### src/rtl/pipe_stage_buf_if.sv
// Handshake bundle between two pipeline stages around one pipe_stage_buf.
// The slave modport is the buffer's view; the master modport is the view
// of the surrounding stages, which drive the beat and the stall.
interface pipe_stage_buf_if #(
    parameter int unsigned CTRL_W = 5,
    parameter int unsigned DATA_W = 105
);
    logic              in_valid;
    logic              in_ready;
    logic [CTRL_W-1:0] in_ctrl;
    logic [DATA_W-1:0] in_data;
    logic              out_valid;
    logic              out_ready;
    logic [CTRL_W-1:0] out_ctrl;
    logic [DATA_W-1:0] out_data;
    logic [1:0]        occupancy;

    modport slave (
        input  in_valid, in_ctrl, in_data, out_ready,
        output in_ready, out_valid, out_ctrl, out_data, occupancy
    );

    modport master (
        output in_valid, in_ctrl, in_data, out_ready,
        input  in_ready, out_valid, out_ctrl, out_data, occupancy
    );
endinterface

### src/rtl/pipe_stage_buf.sv
// Inter-stage register with a two-entry skid buffer (main + skid).
// in_ready is registered, so out_ready never reaches in_ready
// combinationally. The only logic after the registers is the bubble
// gating of out_ctrl/out_data, which depends on the main valid bit alone.
module pipe_stage_buf #(
    parameter int unsigned CTRL_W     = 5,
    parameter int unsigned DATA_W     = 105,
    parameter bit          CLEAR_DATA = 1'b1
) (
    input  logic                   clk,
    input  logic                   startin,
    input  logic                   flush,
    pipe_stage_buf_if.slave        bus
);

    localparam logic [1:0] EMPTY = 2'd0;
    localparam logic [1:0] ONE   = 2'd1;
    localparam logic [1:0] FULL  = 2'd2;

    // The state encoding equals the beat count, so it doubles as occupancy.
    logic [1:0]        state_q, state_d;
    logic              main_vld_q, main_vld_d;
    logic              skid_vld_q, skid_vld_d;
    logic              in_ready_q, in_ready_d;
    logic [CTRL_W-1:0] main_ctrl_q, main_ctrl_d;
    logic [DATA_W-1:0] main_data_q, main_data_d;
    logic [CTRL_W-1:0] skid_ctrl_q, skid_ctrl_d;
    logic [DATA_W-1:0] skid_data_q, skid_data_d;

    logic in_fire;
    logic out_fire;

    assign in_fire  = bus.in_valid & in_ready_q;
    assign out_fire = main_vld_q & bus.out_ready;

    // Next-state: reset over flush over handshake.
    always_comb begin
        state_d     = state_q;
        main_vld_d  = main_vld_q;
        skid_vld_d  = skid_vld_q;
        in_ready_d  = in_ready_q;
        main_ctrl_d = main_ctrl_q;
        main_data_d = main_data_q;
        skid_ctrl_d = skid_ctrl_q;
        skid_data_d = skid_data_q;

        if (startin) begin
            state_d     = EMPTY;
            main_vld_d  = 1'b0;
            skid_vld_d  = 1'b0;
            in_ready_d  = 1'b1;
            main_ctrl_d = '0;
            main_data_d = '0;
            skid_ctrl_d = '0;
            skid_data_d = '0;
        end else if (flush) begin
            // Any beat accepted this cycle is discarded along with the held ones.
            state_d     = EMPTY;
            main_vld_d  = 1'b0;
            skid_vld_d  = 1'b0;
            in_ready_d  = 1'b1;
            main_ctrl_d = '0;
            skid_ctrl_d = '0;
            if (CLEAR_DATA) begin
                main_data_d = '0;
                skid_data_d = '0;
            end
        end else begin
            case (state_q)
                EMPTY: begin
                    if (in_fire) begin
                        main_ctrl_d = bus.in_ctrl;
                        main_data_d = bus.in_data;
                        main_vld_d  = 1'b1;
                        state_d     = ONE;
                    end
                end
                ONE: begin
                    if (in_fire && out_fire) begin
                        main_ctrl_d = bus.in_ctrl;
                        main_data_d = bus.in_data;
                    end else if (in_fire) begin
                        // Downstream stalled: park the new beat behind main.
                        skid_ctrl_d = bus.in_ctrl;
                        skid_data_d = bus.in_data;
                        skid_vld_d  = 1'b1;
                        in_ready_d  = 1'b0;
                        state_d     = FULL;
                    end else if (out_fire) begin
                        main_vld_d  = 1'b0;
                        main_ctrl_d = '0;
                        if (CLEAR_DATA) begin
                            main_data_d = '0;
                        end
                        state_d     = EMPTY;
                    end
                end
                FULL: begin
                    if (out_fire) begin
                        main_ctrl_d = skid_ctrl_q;
                        main_data_d = skid_data_q;
                        skid_vld_d  = 1'b0;
                        skid_ctrl_d = '0;
                        if (CLEAR_DATA) begin
                            skid_data_d = '0;
                        end
                        in_ready_d  = 1'b1;
                        state_d     = ONE;
                    end
                end
                default: begin
                    state_d    = EMPTY;
                    main_vld_d = 1'b0;
                    skid_vld_d = 1'b0;
                    in_ready_d = 1'b1;
                end
            endcase
        end
    end

    // State registers; reset handled in the next-state logic.
    always_ff @(posedge clk) begin
        state_q     <= state_d;
        main_vld_q  <= main_vld_d;
        skid_vld_q  <= skid_vld_d;
        in_ready_q  <= in_ready_d;
        main_ctrl_q <= main_ctrl_d;
        main_data_q <= main_data_d;
        skid_ctrl_q <= skid_ctrl_d;
        skid_data_q <= skid_data_d;
    end

    // Outputs: registered, with control (and optionally data) gated on bubbles.
    always_comb begin
        bus.in_ready  = in_ready_q;
        bus.out_valid = main_vld_q;
        bus.occupancy = state_q;
        bus.out_ctrl  = main_vld_q ? main_ctrl_q : '0;
        bus.out_data  = (CLEAR_DATA && !main_vld_q) ? '0 : main_data_q;
    end

    // The skid valid bit is implied by state; it is kept as a distinct
    // register so each entry carries its own valid flag.
    logic unused_skid_vld;
    assign unused_skid_vld = skid_vld_q;

endmodule
### src/flat_wrapper.sv
// flat-port wrapper written by rule: the top's interface ports become plain ports
module pipe_stage_buf_flat 
#(
    parameter int unsigned CTRL_W     = 5,
    parameter int unsigned DATA_W     = 105,
    parameter bit          CLEAR_DATA = 1'b1
)
  (clk, startin, flush, bus_in_valid, bus_in_ctrl, bus_in_data, bus_out_ready, bus_in_ready, bus_out_valid, bus_out_ctrl, bus_out_data, bus_occupancy);
  pipe_stage_buf_if #(.CTRL_W(CTRL_W), .DATA_W(DATA_W)) bus_i ();
  input  logic clk;
  input  logic startin;
  input  logic flush;
  input wire logic [$bits(bus_i.in_valid)-1:0] bus_in_valid;
  input wire logic [$bits(bus_i.in_ctrl)-1:0] bus_in_ctrl;
  input wire logic [$bits(bus_i.in_data)-1:0] bus_in_data;
  input wire logic [$bits(bus_i.out_ready)-1:0] bus_out_ready;
  output wire logic [$bits(bus_i.in_ready)-1:0] bus_in_ready;
  output wire logic [$bits(bus_i.out_valid)-1:0] bus_out_valid;
  output wire logic [$bits(bus_i.out_ctrl)-1:0] bus_out_ctrl;
  output wire logic [$bits(bus_i.out_data)-1:0] bus_out_data;
  output wire logic [$bits(bus_i.occupancy)-1:0] bus_occupancy;
  assign bus_i.in_valid = bus_in_valid;
  assign bus_i.in_ctrl = bus_in_ctrl;
  assign bus_i.in_data = bus_in_data;
  assign bus_i.out_ready = bus_out_ready;
  assign bus_in_ready = bus_i.in_ready;
  assign bus_out_valid = bus_i.out_valid;
  assign bus_out_ctrl = bus_i.out_ctrl;
  assign bus_out_data = bus_i.out_data;
  assign bus_occupancy = bus_i.occupancy;
  pipe_stage_buf #(.CTRL_W(CTRL_W), .DATA_W(DATA_W), .CLEAR_DATA(CLEAR_DATA)) u_core (.clk(clk), .startin(startin), .flush(flush), .bus(bus_i));
endmodule
### config.mk
export PLATFORM = sky130hd
export DESIGN_NAME = pipe_stage_buf_flat
export DESIGN_NICKNAME = d
export VERILOG_FILES = /design/src/rtl/pipe_stage_buf_if.sv /design/src/rtl/pipe_stage_buf.sv /design/src/flat_wrapper.sv
export SDC_FILE = /design/constraint.sdc
export NUM_CORES = 1
export LEC_CHECK = 0
export ABC_AREA = 1
export CAP_MARGIN = 15
export CELL_PAD_IN_SITES_DETAIL_PLACEMENT = 1
export CELL_PAD_IN_SITES_GLOBAL_PLACEMENT = 2
export CORE_MARGIN = 2
export CORE_UTILIZATION = 27
export DETAILED_ROUTE_END_ITERATION = 6
export PLACE_DENSITY_LB_ADDON = 0.1
export SETUP_SLACK_MARGIN = 0.05
export SLEW_MARGIN = 5
export SYNTH_ARGS = -nofsm -noshare
export SYNTH_HDL_FRONTEND = slang
export SYNTH_SLANG_ARGS = --single-unit
export TNS_END_PERCENT = 50
### constraint.sdc
create_clock -name clk -period 1.9 [get_ports clk]
set_clock_uncertainty 0.05 [all_clocks]
set_input_delay 0.38 -clock clk [delete_from_list [all_inputs] [get_ports clk]]
set_output_delay 0.38 -clock clk [all_outputs]
set_load 0.005 [all_outputs]
* Yosys cells after proc, flatten, opt, wreduce, memory -nomap -nowiden
Index checks and enable logic that the tools add are counted.
** Storage, ports and cells
- Output and inout port bits :: 114
- Input port bits :: 115
- Register bits :: 224
- Word-level logic and storage cells :: 65
** Operators by class
- Multiplexer cells :: 33
- Bitwise logic cells :: 4
- Reductions and logical operators :: 10
- Eq/ne operators :: 11
** Operators with widths (number)
- 105-bit 2-to-1 mux :: 7
- 105-bit one-hot mux with 3 select lines :: 1
- 105-bit one-hot mux with 2 select lines :: 1
- 5-bit 2-to-1 mux :: 7
- 5-bit one-hot mux with 3 select lines :: 1
- 4-bit AND reduction :: 3
- 2-bit 2-to-1 mux :: 5
- 5-bit one-hot mux with 2 select lines :: 1
- 5-bit AND reduction :: 2
- 2-bit by 1-bit != test with 1-bit output, second input constant :: 4
- 1-bit 2-to-1 mux :: 7
- 3-bit by 1-bit != test with 1-bit output, second input constant :: 2
- 1-bit one-hot mux with 3 select lines :: 2
- 2-bit one-hot mux with 3 select lines :: 1
- 2-bit != test, second input constant :: 2
- 3-bit != test, second input constant :: 1
- 3-bit nonzero test :: 1
- 1-bit bitwise AND :: 2
- 2-bit by 1-bit equality test with 1-bit output, second input constant :: 1
- 2-bit equality test, second input constant :: 1
- 2-bit zero test :: 1
- 1-bit inverter :: 2
- 2-bit nonzero test :: 1
- 2-bit OR reduction :: 1
- 1-bit logical AND :: 1

* Depth between registers and ports, before layout
- Depth in word-level cells :: 5
- Gate-level depth with buffers :: 11
- Depth with buffers taken out :: 9

* Least setup slack after synthesis
Ideal clock, no wire load.
- Path type :: reg-to-reg
- From :: register u_core.state_q[1] (netlist: u_core.bus.occupancy[1])
- To :: register u_core.main_ctrl_q[2]
- Path slack :: 120 ps
- Stages on the path, launching flop included :: 11
- Period minus slack after synthesis :: 1780 ps
- Data arrival time :: 1615 ps
- Path through :: dfxtp_1 > inv_1 > ha_1 > nand3_1 > nor2_1 > nor2_1 > buf_2 > clkbuf_1 > nor2_1 > nor2_1 > nor2_1
** Between the ends
- Cells in the longest elaborated chain, start to end :: 3
** RTL lines
- start: declaration :: line pipe_stage_buf.sv:21 : logic [1:0] state_q, state_d;
- start signal: assignment :: line pipe_stage_buf.sv:123 : state_q <= state_d;
- 2-bit by 1-bit equality test with 1-bit output, or another cell as far along :: line pipe_stage_buf.sv:69 : case (state_q)
- 3-bit != test (no line), or another cell as far along
- 5-bit AND reduction (no line)
- end signal: assignment :: line pipe_stage_buf.sv:127 : main_ctrl_q <= main_ctrl_d;
- end: declaration :: line pipe_stage_buf.sv:25 : logic [CTRL_W-1:0] main_ctrl_q, main_ctrl_d;
Parallel ways exist; a longest one is shown, timed or not.
A chain may end at the register's enable or synchronous reset.

* Worst setup path after layout
- From :: register u_core.main_vld_q (netlist: u_core.bus.out_valid)
- To :: output bus_out_data[11]
** Between the ends
- Cells in the longest elaborated chain, start to end :: 1
** RTL lines
- start: declaration :: line pipe_stage_buf.sv:22 : logic main_vld_q, main_vld_d;
- start signal: assignment :: line pipe_stage_buf.sv:124 : main_vld_q <= main_vld_d;
- 105-bit 2-to-1 mux :: line pipe_stage_buf.sv:139 : bus.out_data = (CLEAR_DATA && !main_vld_q) ? '0 : main_data_q;
- end: declaration :: line flat_wrapper.sv:20 : output wire logic [$bits(bus_i.out_data)-1:0] bus_out_data;
Every way passes these cells.

==> flow_metrics.env <==
export IMPL_synthesis_nets=2146
export IMPL_drt_total_wl_um=46800
export IMPL_p_total_mw=15.5
export IMPL_p_per_area_nw_per_um2=864
export IMPL_synthDistinctLibCells=17
export IMPL_hold_viol=0
export IMPL_wl_per_cell_um=16.2
export IMPL_ir_drop_v=0.000424
export IMPL_post_route_period_util_pct=106
export IMPL_routed_via_density=4.42
export IMPL_drv_cap=0
export IMPL_slew_viol_final=0
export IMPL_finalSetupViolCount=109
export IMPL_synthMuxAreaShare_pct=0
export IMPL_reg2reg_from="u_core.bus.occupancy[0]$_SDFFE_PP0P_"
export IMPL_rr_worst_depth=12
export IMPL_fp_dieH_um=212
export IMPL_die_area_um2=45000
export IMPL_grt_max_degree=55
export IMPL_grtUsageTotal_pct=20.9
export IMPL_dpl_cell_area_um2=15200
export IMPL_clk_latency_ns=0.57
export IMPL_cts_buffer_depth=3
export IMPL_design_area_um2=17900
export IMPL_cts_htree_levels=1
export IMPL_gp_congestion=0.735
export IMPL_timing_fmax_mhz=499
export IMPL_area_growth_pct=53.1
export IMPL_synth_cells=2027
export IMPL_rrSetupSlack_ns=-0.04
export IMPL_r2r_end="u_core.main_data_q[56]$_SDFFE_PP0P_"
export IMPL_crit_start="u_core.bus.out_valid$_SDFFE_PP0P_"
export IMPL_port_buffers=228
export IMPL_crit_type="flop to primary output"
export IMPL_end_kind="primary output"
export IMPL_synthTopCellsByArea="dfxtp_1 38%, nand2_1 21%, nor2_1 16%, inv_1 9.8%, nand3_1 5.0%"
export IMPL_antenna_found_initial=1
export IMPL_finalCriticalPeriod_ns=2.01
export IMPL_failed_checks="negative setup slack"
export IMPL_hp_class="flop to flop"
export IMPL_ys_seq_area_share_pct=38.3
export IMPL_root_buffer="clkbuf_16"
export IMPL_grt_ovfl_total=0
export IMPL_die_width_um=212
export IMPL_ios=229
export IMPL_ys_seq_elements=224
export IMPL_start_kind="flop"
export IMPL_crit_path_cell_trace="buf_12, buf_12, buf_16, nand2_2, inv_2, buf_2"
export IMPL_synth_top_family_by_area="simple AND/OR/NAND/NOR gates"
export IMPL_synth_top_cell_by_area="dfxtp_1"
export IMPL_tightest_slew_ns=0.272
export IMPL_grt_pass1_vias=13200
export IMPL_row_count=76
export IMPL_synth_simple_area_share_pct=41.5
export IMPL_drive_above_1_share_pct=22.6
export IMPL_core_area_um2=43000
export IMPL_crit_required_ns=1.47
export IMPL_slowest_delay_ns=0.37
export IMPL_max_slew_margin_pct=81.9
export IMPL_cp_arrival_ns=1.58
export IMPL_clkSlewWorstSetupHoldPaths_ns=0.06
export IMPL_p_leak_nw=9.73
export IMPL_dr_pass1_iters=4
export IMPL_avgSynthCellArea_um2=5.78
export IMPL_synth_top_area_share_pct=38.3
export IMPL_slowest_stage="dfxtp_4"
export IMPL_crit_top_cell="buf_12"
export IMPL_drc=0
export IMPL_rsz0062_at_grt="yes"
export IMPL_synth_compound_area_share_pct=4.74
export IMPL_grt_pass1_wl_um=74100
export IMPL_synth_xor_area_share_pct=0
export IMPL_synth_area_um2=11700
export IMPL_ant_nets=0
export IMPL_cts_sinks=224
export IMPL_dp_hpwl_um=27600
export IMPL_outcome="finished, violations left"
export IMPL_cts_buffers=29
export IMPL_insertedDiodeCount=0
export IMPL_cts_tree="done"
export IMPL_holdPathStages=2
export IMPL_worstSetupEndpoint="bus_out_data[11]"
export IMPL_start_util_pct=27.2
export IMPL_routed_via_count=12800
export IMPL_synthAdderAreaFrac_pct=0.427
export IMPL_setup_slack_ns=-0.106
export IMPL_crit_fanout=7
export IMPL_layout_nets=2413
export IMPL_fill_cells=5561
export IMPL_yosysWarnings=0
export IMPL_drt_iter0_markers=437
sequential cells by signal, indices dropped and copies added (netlist names):
name	cells
u_core.main_data_q	105
u_core.skid_data_q	105
u_core.main_ctrl_q	5
u_core.skid_ctrl_q	5
u_core.bus.occupancy	2
u_core.bus.in_ready	1
u_core.bus.out_valid	1
power breakdown:
group | internal, mW | total (mW) | switching [mW] | leakage, nW
combinational | 2.23 | 4.84 | 2.61 | 7.46
sequential | 5.06 | 5.35 | 0.289 | 1.83
clock | 3.11 | 5.29 | 2.18 | 0.440
worst min path at each step:
stage | from | to
final | u_core.skid_data_q[40]$_SDFFE_PP0P_ | u_core.skid_data_q[40]$_SDFFE_PP0P_
after global placement | u_core.skid_data_q[44]$_SDFFE_PP0P_ | u_core.skid_data_q[44]$_SDFFE_PP0P_
after floorplan | u_core.skid_ctrl_q[0]$_SDFFE_PP0P_ | u_core.skid_ctrl_q[0]$_SDFFE_PP0P_
after CTS | bus_in_data[76] | u_core.main_data_q[76]$_SDFFE_PP0P_
after global routing | u_core.skid_data_q[87]$_SDFFE_PP0P_ | u_core.skid_data_q[87]$_SDFFE_PP0P_
after detailed placement | u_core.skid_data_q[72]$_SDFFE_PP0P_ | u_core.skid_data_q[72]$_SDFFE_PP0P_
cell families after synthesis:
family,after synthesis
buf+inv,437
simple gates,1251
flops,224
fa+ha+maj,4
compound gates,111
critical path, delay by kind of cell (launching register included):
kind	cells	cell delay (ns)
buffers and inverters	5	0.57
DFF	1	0.37
and+or+nand+nor	1	0.06
synthesized netlist by cell type, drive strengths merged:
master,instances
buf,66
clkbuf,65
dfxtp,224
ha,4
inv,306
nand2,643
nand3,118
nand4,1
nor2,489
o21ai,111
per-layer routing:
| metal | GRT usage (%) | wire, um |
|---|---|---|
| met5 | 0 | 12 |
| met4 | 4.15 | 836 |
| met3 | 2.64 | 1340 |
| met2 | 36.2 | 22300 |
| met1 | 27.9 | 22400 |
layout by cell type, fill, tap and decap left out, drive strengths merged:
| master | instances |
|---|---|
| nand2 | 643 |
| nor2 | 489 |
| inv | 305 |
| buf | 241 |
| dfxtp | 224 |
| nand3 | 118 |
| clkdlybuf4s50 | 114 |
| o21ai | 111 |
| clkbuf | 53 |
| ha | 4 |
| bufbuf | 4 |
| clkinv | 4 |
| dlygate4sd2 | 2 |
| nand4 | 1 |
| clkdlybuf4s15 | 1 |
repair_timing:
action | CTS | global route
endpoints found under the setup margin | 313 | 297
pin swaps | 27 | 17
gates resized for setup | 688 | 205
gates cloned | 22 | 3
hold buffers | 0 | 0
buffers inserted | 45 | 6
layout make-up:
cell class / instances / area, um^2 / area share [%]
clock buffers: 48 / 877 / 4.89
flip-flops and latches: 224 / 4500 / 25.1
repair buffers: 367 / 4410 / 24.6
clock inverters: 3 / 22.5 / 0.126
inverters: 306 / 1180 / 6.57
multi-input cells: 1366 / 6210 / 34.6
well taps: 585 / 732 / 4.08
through the flow:
step                      TNS (ns)  worst slack, ns  utilization [%]  hold slack [ns]  cells
after global placement      -51.65           -0.323             35.3            0.414   2779
final                        -6.56           -0.106             41.7            0.431   2899
after detailed placement    -57.77           -0.333             35.3            0.424   2779
after floorplan                  0            0.120                -            0.405   2027
after global routing        -15.61           -0.167             41.7            0.461   2899
after CTS                   -12.54           -0.219             40.1            0.419   2896
Note: power is estimated with default switching activity, not from simulation.
